--- src/rtl/txll_rdctrl.sv ---
// -----------------------------------------------------------------------------
// txll_rdctrl
//
// Purpose:
//   Pulls framed dwords out of a first-word-fall-through TX FIFO and presents
//   them to the link layer through a single output register stage. Frames
//   are checked while they stream through: a word without sof outside a
//   frame is discarded, an sof arriving inside a frame closes the open frame
//   with an aborted null beat, and a frame longer than C_MAX_DW dwords is
//   closed with an aborted beat while the rest of it is dropped up to and
//   including its eof.
//
// Ports:
//   sys_clk       in   clock, all logic on the rising edge
//   sys_rst       in   asynchronous active-high reset
//   rd_do[35:0]   in   FIFO read data: [35]=sof, [34]=eof, [31:0]=data
//   rd_empty      in   FIFO empty, rd_do valid when low
//   rd_en         out  combinational pop strobe
//   rd_eof_poped  out  one-cycle pulse, the cycle after an eof word is popped
//   tx_data       out  link-layer dword
//   tx_sof        out  start-of-frame marker (qualified by tx_valid)
//   tx_eof        out  end-of-frame marker (qualified by tx_valid)
//   tx_abort      out  frame abort marker (qualified by tx_valid)
//   tx_valid      out  output register holds a beat
//   tx_ready      in   link accepts the beat when tx_valid & tx_ready
//   err_nosof     out  pulse: word without sof discarded while idle
//   err_sof       out  pulse: sof inside a frame, null abort beat issued
//   err_len       out  pulse: frame exceeded C_MAX_DW dwords
//
// States:
//   state | meaning
//   IDLE  | between frames, waiting for an sof word
//   FRAME | inside a frame, forwarding words until eof
//   DROP  | frame was cut for length, discarding words up to eof
// -----------------------------------------------------------------------------
module txll_rdctrl #(
  parameter int C_MAX_DW = 2049
) (
  input  logic        sys_clk,
  input  logic        sys_rst,
  input  logic [35:0] rd_do,
  input  logic        rd_empty,
  output logic        rd_en,
  output logic        rd_eof_poped,
  output logic [31:0] tx_data,
  output logic        tx_sof,
  output logic        tx_eof,
  output logic        tx_abort,
  output logic        tx_valid,
  input  logic        tx_ready,
  output logic        err_nosof,
  output logic        err_sof,
  output logic        err_len
);

  typedef enum logic [1:0] {
    IDLE  = 2'd0,
    FRAME = 2'd1,
    DROP  = 2'd2
  } state_t;

  // The dword counter is 12 bits wide, so the limit must fit in 12 bits.
  localparam logic [11:0] MAX_DW = 12'(C_MAX_DW);

  state_t      state;
  logic [11:0] dw_cnt;
  logic [11:0] dw_cnt_inc;

  logic        in_sof;
  logic        in_eof;
  logic        word_ok;
  logic        reg_free;
  logic        len_err;
  logic        load_word;
  logic        load_null;

  // rd_do[33:32] carry no meaning for this block.
  logic        unused_rd_bits;
  assign unused_rd_bits = ^rd_do[33:32];

  assign in_sof   = rd_do[35];
  assign in_eof   = rd_do[34];
  // Gating with sys_rst keeps rd_en low for the whole reset window.
  assign word_ok  = !rd_empty && !sys_rst;
  assign reg_free = !tx_valid || tx_ready;

  // Saturating increment so an over-long frame never wraps the count.
  assign dw_cnt_inc = (dw_cnt == 12'hFFF) ? dw_cnt : dw_cnt + 12'd1;

  // A non-eof word that would push the count past the limit terminates the
  // frame. An eof word at that point still closes the frame normally.
  assign len_err = (state == FRAME) && !in_sof && !in_eof && (dw_cnt >= MAX_DW);

  always_comb begin
    rd_en     = 1'b0;
    load_word = 1'b0;
    load_null = 1'b0;
    unique case (state)
      IDLE: begin
        if (word_ok) begin
          if (!in_sof) begin
            // Stray word: discarded, no output space needed.
            rd_en = 1'b1;
          end else if (reg_free) begin
            rd_en     = 1'b1;
            load_word = 1'b1;
          end
        end
      end
      FRAME: begin
        if (word_ok && reg_free) begin
          if (in_sof) begin
            // Leave the sof word in the FIFO; it opens the next frame.
            load_null = 1'b1;
          end else begin
            rd_en     = 1'b1;
            load_word = 1'b1;
          end
        end
      end
      DROP: begin
        if (word_ok && !in_sof) begin
          rd_en = 1'b1;
        end
      end
      default: begin
        rd_en = 1'b0;
      end
    endcase
  end

  always_ff @(posedge sys_clk or posedge sys_rst) begin
    if (sys_rst) begin
      state        <= IDLE;
      dw_cnt       <= 12'd0;
      tx_valid     <= 1'b0;
      tx_data      <= 32'd0;
      tx_sof       <= 1'b0;
      tx_eof       <= 1'b0;
      tx_abort     <= 1'b0;
      rd_eof_poped <= 1'b0;
      err_nosof    <= 1'b0;
      err_sof      <= 1'b0;
      err_len      <= 1'b0;
    end else begin
      rd_eof_poped <= rd_en && in_eof;
      err_nosof    <= (state == IDLE) && rd_en && !in_sof;
      err_sof      <= load_null;
      err_len      <= load_word && len_err;

      // Output register: only touched when free, so a stalled beat holds.
      if (reg_free) begin
        tx_valid <= load_word || load_null;
        if (load_word) begin
          tx_data  <= rd_do[31:0];
          tx_sof   <= (state == IDLE);
          tx_eof   <= in_eof || len_err;
          tx_abort <= len_err;
        end else if (load_null) begin
          tx_data  <= 32'd0;
          tx_sof   <= 1'b0;
          tx_eof   <= 1'b1;
          tx_abort <= 1'b1;
        end
      end

      unique case (state)
        IDLE: begin
          if (load_word) begin
            dw_cnt <= 12'd1;
            if (!in_eof) begin
              state <= FRAME;
            end
          end
        end
        FRAME: begin
          if (load_null) begin
            state <= IDLE;
          end else if (load_word) begin
            dw_cnt <= dw_cnt_inc;
            if (len_err) begin
              state <= DROP;
            end else if (in_eof) begin
              state <= IDLE;
            end
          end
        end
        DROP: begin
          if (word_ok && (in_sof || in_eof)) begin
            state <= IDLE;
          end
        end
        default: begin
          state <= IDLE;
        end
      endcase
    end
  end

endmodule

--- config.mk ---
export PLATFORM = sky130hd
export DESIGN_NAME = txll_rdctrl
export DESIGN_NICKNAME = d
export VERILOG_FILES = /design/src/rtl/txll_rdctrl.sv
export SDC_FILE = /design/constraint.sdc
export NUM_CORES = 1
export LEC_CHECK = 0
export ABC_AREA = 1
export CELL_PAD_IN_SITES_DETAIL_PLACEMENT = 0
export CELL_PAD_IN_SITES_GLOBAL_PLACEMENT = 1
export CORE_MARGIN = 3
export CORE_UTILIZATION = 30
export CTS_CLUSTER_DIAMETER = 50
export DETAILED_ROUTE_END_ITERATION = 6
export HOLD_SLACK_MARGIN = 0.15
export PLACE_DENSITY_LB_ADDON = 0.1
export SLEW_MARGIN = 10
export SYNTH_ARGS = -nofsm -noshare
export SYNTH_HDL_FRONTEND = slang
export SYNTH_SLANG_ARGS = --single-unit
--- constraint.sdc ---
create_clock -name sys_clk -period 1.4 [get_ports sys_clk]
set_input_delay 0.14 -clock sys_clk [delete_from_list [all_inputs] [get_ports sys_clk]]
set_output_delay 0.14 -clock sys_clk [all_outputs]
set_load 0.01 [all_outputs]
==> run summary, run 1 <==
vias in the first global route -> 2403
Max-Cap Viols -> 0
CTS tree -> built
Clock Tree Root -> clkbuf_8
critical path fanouts, max -> 3
Initial Utilization -> 31.2%
total global-route track usage -> 14.7%
Worst Slack Setup Final -> -0.113 ns
average wire per standard cell -> 12.5 µm
Slew Limit Fails -> 0
minimum clock period -> 1.51 ns
area of the multi-input gates -> 0.00119 mm²
initial antenna violation count -> 0
status -> finished with violations
Worst Hold Class -> input pin to async pin
area of the die -> 0.00978 mm²
leakage -> 0.00222 µW
Fill cells -> 816
flops & latches, synth -> 54
max incr delay on CP -> 0.46 ns
Peak VDD IR -> 0.000592 V
GRT overflow -> 0
cell mode on critical path -> nor2_4
skew final -> 0.00498 ns
final hold viol count -> 0
Cell Pwr Density -> 1500 mW/mm²
DRC -> 0
Yosys warning count -> 0
Die W -> 98.9 µm
Nets -> 513
htree depth -> 2
met2 wire length -> 3.38 mm
routability cong. -> 0.802
via count -> 2476
clock buffer depth -> 2
IO buf count -> 78
Reg clk slew, reported paths -> 0.10 ns
violated checks -> negative setup slack
crit end category -> output port
n_diodes -> 0
metal3 WL -> 429 µm
DP HPWL -> 4.96 mm
critical path data arrival time -> 1.37 ns
Final setup viols -> 36
Critical Path, Cell by Cell -> nor2_4, nand2_2, nor2_4, inv_2, o211ai_1, buf_2
final instance area -> 0.00431 mm²
Pre-Repair DR Iteration Count -> 4
first-pass GRT wire length -> 11.8 mm
Die Y -> 98.9 µm
vias per cell -> 4.31
DRT iter0 DRCs -> 82
cts bufs inserted -> 5
Slew HR -> 78.0%
largest net degree at the start of global routing -> 25
Register Area -> 0.00135 mm²
M1 WL -> 3.32 mm
Highest Signal Layer -> met4
kind of critical path -> flip-flop to output port
measured slew at the worst slew-check pin -> 0.329 ns
RSZ-0062 raised after global routing -> yes
Skew-Pair Late Insertion Delay -> 0.30 ns
WL final -> 7.21 mm
clock sink count -> 54
average instance area after synthesis -> 7.90 µm²
placed cell area -> 0.00387 mm²
CP Launch Type -> flip-flop
achievable frequency -> 661 MHz
FP Rows -> 33
Synthesized Nets -> 371
Synth Instances -> 328
CORE AREA -> 0.00830 mm²
Synth-to-Final Area Change -> 66.5%
final hold slack -> 0.268 ns
period utilization -> 108%
post-synthesis cell type count -> 25
Post-CTS Hold Buffers -> 0
Place WS -> -0.579 ns
Synth Cell Area -> 0.00259 mm²
layout cells sized above 1 -> 26.2%
num ports -> 81
Worst EP required -> 1.26 ns
CP max-delay cell -> dfrtp_2
Antenna Nets Post-Route -> 0
sequential share of the synthesized area -> 52.2%
[cells in the final DEF, fill, tap and decap left out, types with 3 or more instances in the layout]
cell type / count
nand2_1: 142
clkdlybuf4s50_1: 64
dfrtp_1: 52
buf_4: 48
inv_1: 20
nor2_1: 18
nand3_1: 17
nand2_2: 15
o21ai_1: 12
dlymetal6s2s_1: 11
buf_6: 10
nor2_4: 5
clkbuf_8: 5
buf_12: 5
inv_2: 4
nor2_2: 4
nand3_2: 3
nand4_1: 3
buf_8: 3
[stage by stage]
stage	util, %	TNS [ns]	power, µW	instances
after floorplan	-	-0.291	3630	328
after global placement	46.6	-17.86	5300	554
after detailed placement	46.6	-18.72	5320	554
after CTS	49.6	-0.328	6350	570
after global routing	52.0	-3.62	6950	575
final	52.0	-1.25	6460	575
[synth_stat cells]
| cell | count | share of area [%] |
|---|---|---|
| a21oi_4 | 1 | 0.63 |
| buf_1 | 1 | 0.14 |
| buf_2 | 3 | 0.58 |
| buf_4 | 1 | 0.29 |
| buf_6 | 5 | 2.2 |
| dfrtp_1 | 54 | 52 |
| ha_1 | 3 | 1.4 |
| inv_1 | 23 | 3.3 |
| inv_2 | 4 | 0.58 |
| nand2_1 | 157 | 23 |
| nand2_2 | 2 | 0.48 |
| nand2_4 | 1 | 0.43 |
| nand3_1 | 20 | 3.9 |
| nand3_2 | 1 | 0.39 |
| nand3b_1 | 2 | 0.58 |
| nand4_1 | 3 | 0.72 |
| nor2_1 | 21 | 3.0 |
| nor2_2 | 3 | 0.72 |
| nor2_4 | 3 | 1.3 |
| nor3_1 | 1 | 0.19 |
| o211ai_1 | 1 | 0.29 |
| o211ai_2 | 1 | 0.48 |
| o21ai_0 | 5 | 0.97 |
| o21ai_1 | 10 | 1.9 |
| or2_2 | 2 | 0.48 |
[flip-flops by register name, summed over array words and instances, names as in the netlist]
register      count
state             2
rd_eof_poped      1
tx_eof            1
err_nosof         1
tx_valid          1
tx_abort          1
tx_data          32
err_len           1
tx_sof            1
dw_cnt           12
err_sof           1
[where the power goes]
part	switching, µW	leakage, µW	internal, µW
Clock	505	0.0000373	345
Sequential	288	0.000699	2080
Combinational	1470	0.00148	1770
[what timing repair did]
action                     CTS  global route
setup buffers                8             7
pin swaps                    0            18
setup endpoints to repair   48            63
resized for setup           24            59
gates cloned                 1             3
[worst max-delay path: cells and delay by family, from the launching register on]
family	cells	cell delay, ns
compound gates	1	0.09
buf+inv	2	0.22
flops	1	0.46
simple gates	3	0.29
[path summary, 6_finish.rpt]
path                             from     endpoint  slack [ns]  cells after the start
max                          state[1]        rd_en       -0.11                      6
min                           sys_rst  tx_data[30]        0.27                      3
max reg2reg                  state[1]     tx_abort       -0.05                     10
min reg2reg                tx_data[4]   tx_data[4]        0.48                      2
max in group asynchronous     sys_rst   tx_data[3]        0.72                      4
min in group sys_clk        rd_do[16]  tx_data[16]        0.36                      3
[layout make-up]
class | count | share of cell area (%)
tap | 105 | 3.05
multi-input combinational | 237 | 27.7
timing repair buffer | 145 | 33.5
clock buffer | 6 | 1.68
inverter | 27 | 2.55
clock inverter | 1 | 0.174
sequential | 54 | 31.4
[kinds of logic (layout without fill, tap and decap cells)]
group | count (synthesis) | count (layout) | synth area share, %
flip-flops | 54 | 54 | 52.2
AND/OR/NAND/NOR | 216 | 216 | 35.0
AO/OA/AOI/OAI | 18 | 18 | 4.30
buffers and inverters | 37 | 179 | 7.10
adder cells (fa/ha/maj) | 3 | 3 | 1.45
[routing by layer]
layer	GRT usage, %	vias to the layer above
li1	-	1291
met1	19.9	1112
met2	24.0	65
met3	3.26	8
met4	3.47	0
met5	0	-
Note: power is estimated with default switching activity, not from simulation.
==> run 2: changes to the inputs <==
--- a/config.mk
+++ b/config.mk
@@ -9,11 +9,13 @@
 export CELL_PAD_IN_SITES_DETAIL_PLACEMENT = 0
 export CELL_PAD_IN_SITES_GLOBAL_PLACEMENT = 1
 export CORE_MARGIN = 3
-export CORE_UTILIZATION = 30
+export CORE_UTILIZATION = 31
+export CTS_BUF_LIST = sky130_fd_sc_hd__clkbuf_4
 export CTS_CLUSTER_DIAMETER = 50
 export DETAILED_ROUTE_END_ITERATION = 6
 export HOLD_SLACK_MARGIN = 0.15
 export PLACE_DENSITY_LB_ADDON = 0.1
+export SKIP_LAST_GASP = 1
 export SLEW_MARGIN = 10
 export SYNTH_ARGS = -nofsm -noshare
 export SYNTH_HDL_FRONTEND = slang
==> run summary, run 2 (synthesis gave the netlist of run 1 again) <==
DP HPWL -> 4.84 mm (-2.5%)
GRT overflow -> 0 (unchanged)
final hold slack -> 0.215 ns (-0.0534 ns)
average wire per standard cell -> 13.1 µm (+4.3%)
Reg clk slew, reported paths -> 0.16 ns (+0.06 ns)
max reg flops -> 32 (unchanged)
Worst Slack Setup Final -> -0.250 ns (-0.136 ns)
Placed Cells -> 541 (-2.3%)
leakage -> 0.00223 µW (+0.33%)
Largest regs -> tx_data x32, dw_cnt x12, state x2
CORE AREA -> 0.00793 mm² (-4.5%)
final hold viol count -> 0 (unchanged)
vias in the first global route -> 2587 (+7.7%)
status -> finished with violations
final instance area -> 0.00432 mm² (+0.14%)
achievable frequency -> 606 MHz (-8.3%)
RSZ-0062 raised after global routing -> yes
Skew-Pair Late Insertion Delay -> 0.38 ns (+0.08 ns)
cts bufs inserted -> 5 (unchanged)
htree depth -> 2 (unchanged)
Die W -> 97.4 µm (-1.5%)
largest net degree at the start of global routing -> 44 (+76%)
Peak VDD IR -> 0.000684 V (+15%)
routability cong. -> 0.774 (-3.5%)
CTS tree -> built
Slew HR -> 78.6% (+0.61 points)
critical path fanouts, max -> 4 (+1)
most frequent cells in the layout -> 109 x nand2_1, 54 x dfrtp_1, 39 x dlygate4sd2_1
Pre-Repair DR Iteration Count -> 4 (unchanged)
measured slew at the worst slew-check pin -> 0.318 ns (-0.0109 ns)
placed cell area -> 0.00379 mm² (-2.0%)
n_diodes -> 0 (unchanged)
FP Rows -> 32 (-3.0%)
Die Y -> 97.4 µm (-1.5%)
final core occ -> 54.5% (+2.5 points)
CP Launch Type -> flip-flop
clock sink count -> 54 (unchanged)
leading cell type in the layout, fill and taps excluded -> nand2_1
worst r2r src -> dw_cnt[0]
skew final -> 0.0182 ns (+0.0132 ns)
period utilization -> 118% (+9.7 points)
critical path data arrival time -> 1.51 ns (+0.14 ns)
Reg2Reg Capture Point -> dw_cnt[9]
Most flops, register -> tx_data
Nets -> 504 (-1.8%)
Post-CTS Hold Buffers -> 0 (unchanged)
Max-Cap Viols -> 0 (unchanged)
initial antenna violation count -> 0 (unchanged)
minimum clock period -> 1.65 ns (+0.136 ns)
vias per cell -> 4.43 (+2.9%)
IO buf count -> 78 (unchanged)
worst reg-to-reg path cell count -> 8 (-2)
crit end category -> output port
Clock Tree Root -> clkbuf_4
total global-route track usage -> 15.8% (+1.1 points)
area of the die -> 0.00949 mm² (-3.0%)
via count -> 2495 (+0.77%)
Synth-to-Final Area Change -> 66.8%
Final setup viols -> 50 (+39%)
Slew Limit Fails -> 0 (unchanged)
Cell Pwr Density -> 1440 mW/mm² (-4.0%)
DRC -> 0 (unchanged)
WL final -> 7.36 mm (+2.1%)
DRT iter0 DRCs -> 56 (-32%)
layout cells sized above 1 -> 33.0% (+6.8 points)
Worst EP required -> 1.26 ns (about the same)
first-pass GRT wire length -> 12.2 mm (+4.2%)
Fill cells -> 772 (-5.4%)
total power draw -> 6210 µW (-3.8%)
kind of critical path -> flip-flop to output port
reg2reg setup slack -> -0.14 ns (-0.09 ns)
violated checks -> negative setup slack
Initial Utilization -> 32.7% (+1.5 points)
num ports -> 81 (unchanged)
clock buffer depth -> 2 (unchanged)
Worst Hold Class -> input pin to async pin
non-filler cells in the finished layout -> 563 (-2.1%)
Antenna Nets Post-Route -> 0 (unchanged)
-- run 2: cell count changes in the layout (fill, tap and decap cells not counted), moves of 4 or more --
| cell | delta |
|---|---|
| buf_4 | -10 |
| clkbuf_4 | +5 |
| clkbuf_8 | -5 |
| clkdlybuf4s50_1 | -27 |
| dlygate4sd2_1 | +37 |
| dlymetal6s2s_1 | -11 |
| nand2_1 | -33 |
| nand2_2 | +23 |
| nand2_4 | +11 |
| o21ai_1 | -5 |
| o21ai_2 | +4 |
-- run 2: worst max-delay path by stage --
stage	start	to	slack, ns	cells past startpoint
after global placement	sys_rst	rd_en	-0.51	5
after CTS	state[0]	rd_en	-0.27	7
after floorplan	dw_cnt[0]	dw_cnt[0]	-0.03	8
after global routing	state[0]	rd_en	-0.34	7
final	state[0]	rd_en	-0.25	7
after detailed placement	tx_ready	rd_en	-0.55	6
-- run 2: critical path, cell delays in order, from the launching register on --
cell	delay, ns
dfrtp_1	0.46
inv_2	0.08
nor2_4	0.09
nand2_2	0.07
nor2_4	0.09
inv_2	0.04
o211ai_1	0.12
buf_2	0.19
-- run 2: final cells by class --
class / count / area, µm² / area share [%]
clock buffers: 5 / 37.5 / 0.869
well taps: 102 / 128 / 2.95
flip-flops and latches: 54 / 1350 / 31.3
multi-input cells: 237 / 1330 / 30.8
clock inverters: 2 / 13.8 / 0.319
repair buffers: 136 / 1350 / 31.3
inverters: 27 / 108 / 2.49
-- run 2: layer usage --
metal	up-vias	share of wire, %	routed length [µm]	track usage (%)
met1	1151	42	3060	19.1
met3	11	5.3	393	4.38
met2	60	51	3750	27.1
met4	0	2.1	157	4.90
li1	1273	-	-	-
met5	-	0	0	0
-- run 2: where the power goes --
group	internal, µW	switching [µW]	total (µW)
Combinational	1570	1560	3120
Clock	192	504	696
Sequential	2080	316	2390
-- run 2: what timing repair did --
action / 4_1_cts / 5_1_grt
pin swaps: 6 / 26
resized for setup: 79 / 71
gates cloned: 5 / 1
endpoints found under the setup margin: 90 / 52
buffers inserted: 13 / 1
-- run 2: metrics by stage --
stage	setup slack [ns]	setup TNS (ns)
final	-0.250	-4.51
after global routing	-0.337	-8.30
after CTS	-0.270	-4.34
after detailed placement	-0.545	-12.86
after global placement	-0.513	-12.03
after floorplan	-0.0291	-0.291
==> run 3: changes to the inputs <==
--- a/config.mk
+++ b/config.mk
@@ -16,7 +16,6 @@
 export HOLD_SLACK_MARGIN = 0.15
 export PLACE_DENSITY_LB_ADDON = 0.1
 export SKIP_LAST_GASP = 1
-export SLEW_MARGIN = 10
 export SYNTH_ARGS = -nofsm -noshare
 export SYNTH_HDL_FRONTEND = slang
 export SYNTH_SLANG_ARGS = --single-unit
==> constraint.sdc (replaced) <==
create_clock -name sys_clk -period 1.5 [get_ports sys_clk]
set_input_delay 0.15 -clock sys_clk [delete_from_list [all_inputs] [get_ports sys_clk]]
set_output_delay 0.15 -clock sys_clk [all_outputs]
set_load 0.1 [all_outputs]
==> run summary, run 3 (synthesis gave the netlist of run 1 again) <==
leading cell type in the layout, fill and taps excluded -> nand2_1
num ports -> 81 (unchanged)
critical path data arrival time -> 1.62 ns (+0.11 ns)
Worst Slack Setup Final -> -0.271 ns (-0.0207 ns)
non-filler cells in the finished layout -> 541 (-3.9%)
vias in the first global route -> 2329 (-10%)
area of the die -> 0.00949 mm² (unchanged)
average wire per standard cell -> 12.2 µm (-6.6%)
most frequent cells in the layout -> 153 x nand2_1, 51 x dfrtp_1, 46 x buf_12
final hold viol count -> 0 (unchanged)
Skew-Pair Late Insertion Delay -> 0.39 ns (about the same)
violated checks -> negative setup slack
Nets -> 481 (-4.6%)
WL final -> 6.61 mm (-10%)
total global-route track usage -> 14.2% (-1.5 points)
critical path fanouts, max -> 5 (+1)
DRC -> 0 (unchanged)
Setup TNS -> -0.271 ns (+4.24 ns)
max reg flops -> 32 (unchanged)
initial antenna violation count -> 0 (unchanged)
Die W -> 97.4 µm (unchanged)
crit end category -> output port
Post-CTS Hold Buffers -> 0 (unchanged)
Worst EP required -> 1.35 ns (+0.09 ns)
measured slew at the worst slew-check pin -> 0.342 ns (+0.0240 ns)
skew final -> 0.00534 ns (-0.0128 ns)
period utilization -> 118%
n_diodes -> 0 (unchanged)
kind of critical path -> flip-flop to output port
Register Area -> 0.00136 mm² (+0.28%)
CORE AREA -> 0.00793 mm² (unchanged)
Sw Share -> 53.9% (+16 points)
Die Y -> 97.4 µm (unchanged)
achievable frequency -> 565 MHz
Placed Cells -> 527 (-2.6%)
RSZ-0062 raised after global routing -> yes
FP Rows -> 32 (unchanged)
GRT overflow -> 0 (unchanged)
CP Launch Type -> flip-flop
layout cells sized above 1 -> 26.4% (-6.5 points)
area of the multi-input gates -> 0.00112 mm² (-16%)
placed cell area -> 0.00413 mm² (+9.0%)
Most flops, register -> tx_data
Slew Limit Fails -> 0 (unchanged)
Reg clk slew, reported paths -> 0.16 ns (about the same)
Largest regs -> tx_data x32, dw_cnt x12, state x2
Slew HR -> 77.2% (-1.4 points)
IO buf count -> 78 (unchanged)
Clock Tree Root -> clkbuf_4
NetSw -> 5230 µW (+120%)
DP HPWL -> 4.91 mm (+1.6%)
P_int -> 4470 µW (+17%)
Synth-to-Final Area Change -> 65.4%
Reg power frac -> 25.6% (-13 points)
largest net degree at the start of global routing -> 29 (-34%)
Fill cells -> 749 (-3.0%)
Max-Cap Viols -> 0 (unchanged)
via count -> 2374 (-4.8%)
Peak VDD IR -> 0.00132 V (+94%)
Pre-Repair DR Iteration Count -> 4 (unchanged)
Worst Hold Class -> input pin to async pin
Clock Power Share -> 7.1% (-4.1 points)
vias per cell -> 4.39 (-0.98%)
logic gate share of total power -> 67.3% (+17 points)
status -> finished with violations
Initial Utilization -> 32.7% (unchanged)
routability cong. -> 0.719 (-7.0%)
total power draw -> 9710 µW (+56%)
first-pass GRT wire length -> 11.1 mm (-9.4%)
final instance area -> 0.00428 mm² (-0.81%)
Place WS -> -0.155 ns (+0.390 ns)
clock sink count -> 54 (unchanged)
CTS tree -> built
cts bufs inserted -> 5 (unchanged)
minimum clock period -> 1.77 ns
Cell Pwr Density -> 2270 mW/mm² (+57%)
leakage -> 0.00209 µW (-6.4%)
htree depth -> 2 (unchanged)
clock buffer depth -> 2 (unchanged)
Antenna Nets Post-Route -> 0 (unchanged)
DRT iter0 DRCs -> 88 (+57%)
Final setup viols -> 1 (-98%)
run 3: worst max-delay path, cell delays in order (launching register included):
cell,delay [ns]
dfrtp_2,0.47
inv_2,0.07
nor2_4,0.09
nand2_2,0.06
nor2_4,0.09
inv_2,0.05
o211ai_1,0.08
buf_4,0.16
buf_12,0.16
run 3: cell type report:
class	instances	area share, %
multi-input cells	237	26.1
clock buffers	5	0.876
clock inverters	3	0.467
well taps	102	2.98
flip-flops and latches	54	31.6
repair buffers	113	35.6
inverters	27	2.37
run 3: power by group through the flow:
stage	combinational (µW)	clock, µW	sequential, µW
6_report	6530	687	2490
5_1_grt	6810	770	2560
4_1_cts	6470	717	2500
3_5_place_dp	6440	0	2520
3_3_place_gp	6410	0	2500
2_1_floorplan	988	0	5330
run 3: worst paths after layout:
path,startpoint,end,slack [ns],depth (start not counted)
hold / removal,sys_rst,tx_valid,0.19,4
min in group sys_clk,rd_do[6],tx_data[6],0.27,3
setup / recovery,state[0],rd_en,-0.27,8
hold reg to reg,tx_sof,tx_sof,0.56,2
max in group asynchronous,sys_rst,state[1],0.95,4
setup reg to reg,state[0],err_nosof,0.01,11
run 3: through the flow:
stage	utilization, %	hold WS [ns]
global placement	52.1	0.525
CTS	53.2	0.193
detailed placement	52.1	0.524
global route	54.0	0.191
finish	54.0	0.194
floorplan	-	0.254
run 3: repair_timing:
item	in CTS	in global routing
buffers inserted	2	4
endpoints found under the hold margin	0	0
setup endpoints to repair	2	18
pin swaps	1	9
resized for setup	3	12
run 3: per-layer routing:
layer  wire length [µm]  share of wire [%]  global-route usage (%)  up-vias
met5                  0                  0                       0        -
met4                 85                1.3                    4.15        0
met3                398                6.0                    4.59        6
met2               3260                 49                    24.2       52
met1               2870                 43                    17.2     1092
li1                   -                  -                       -     1224
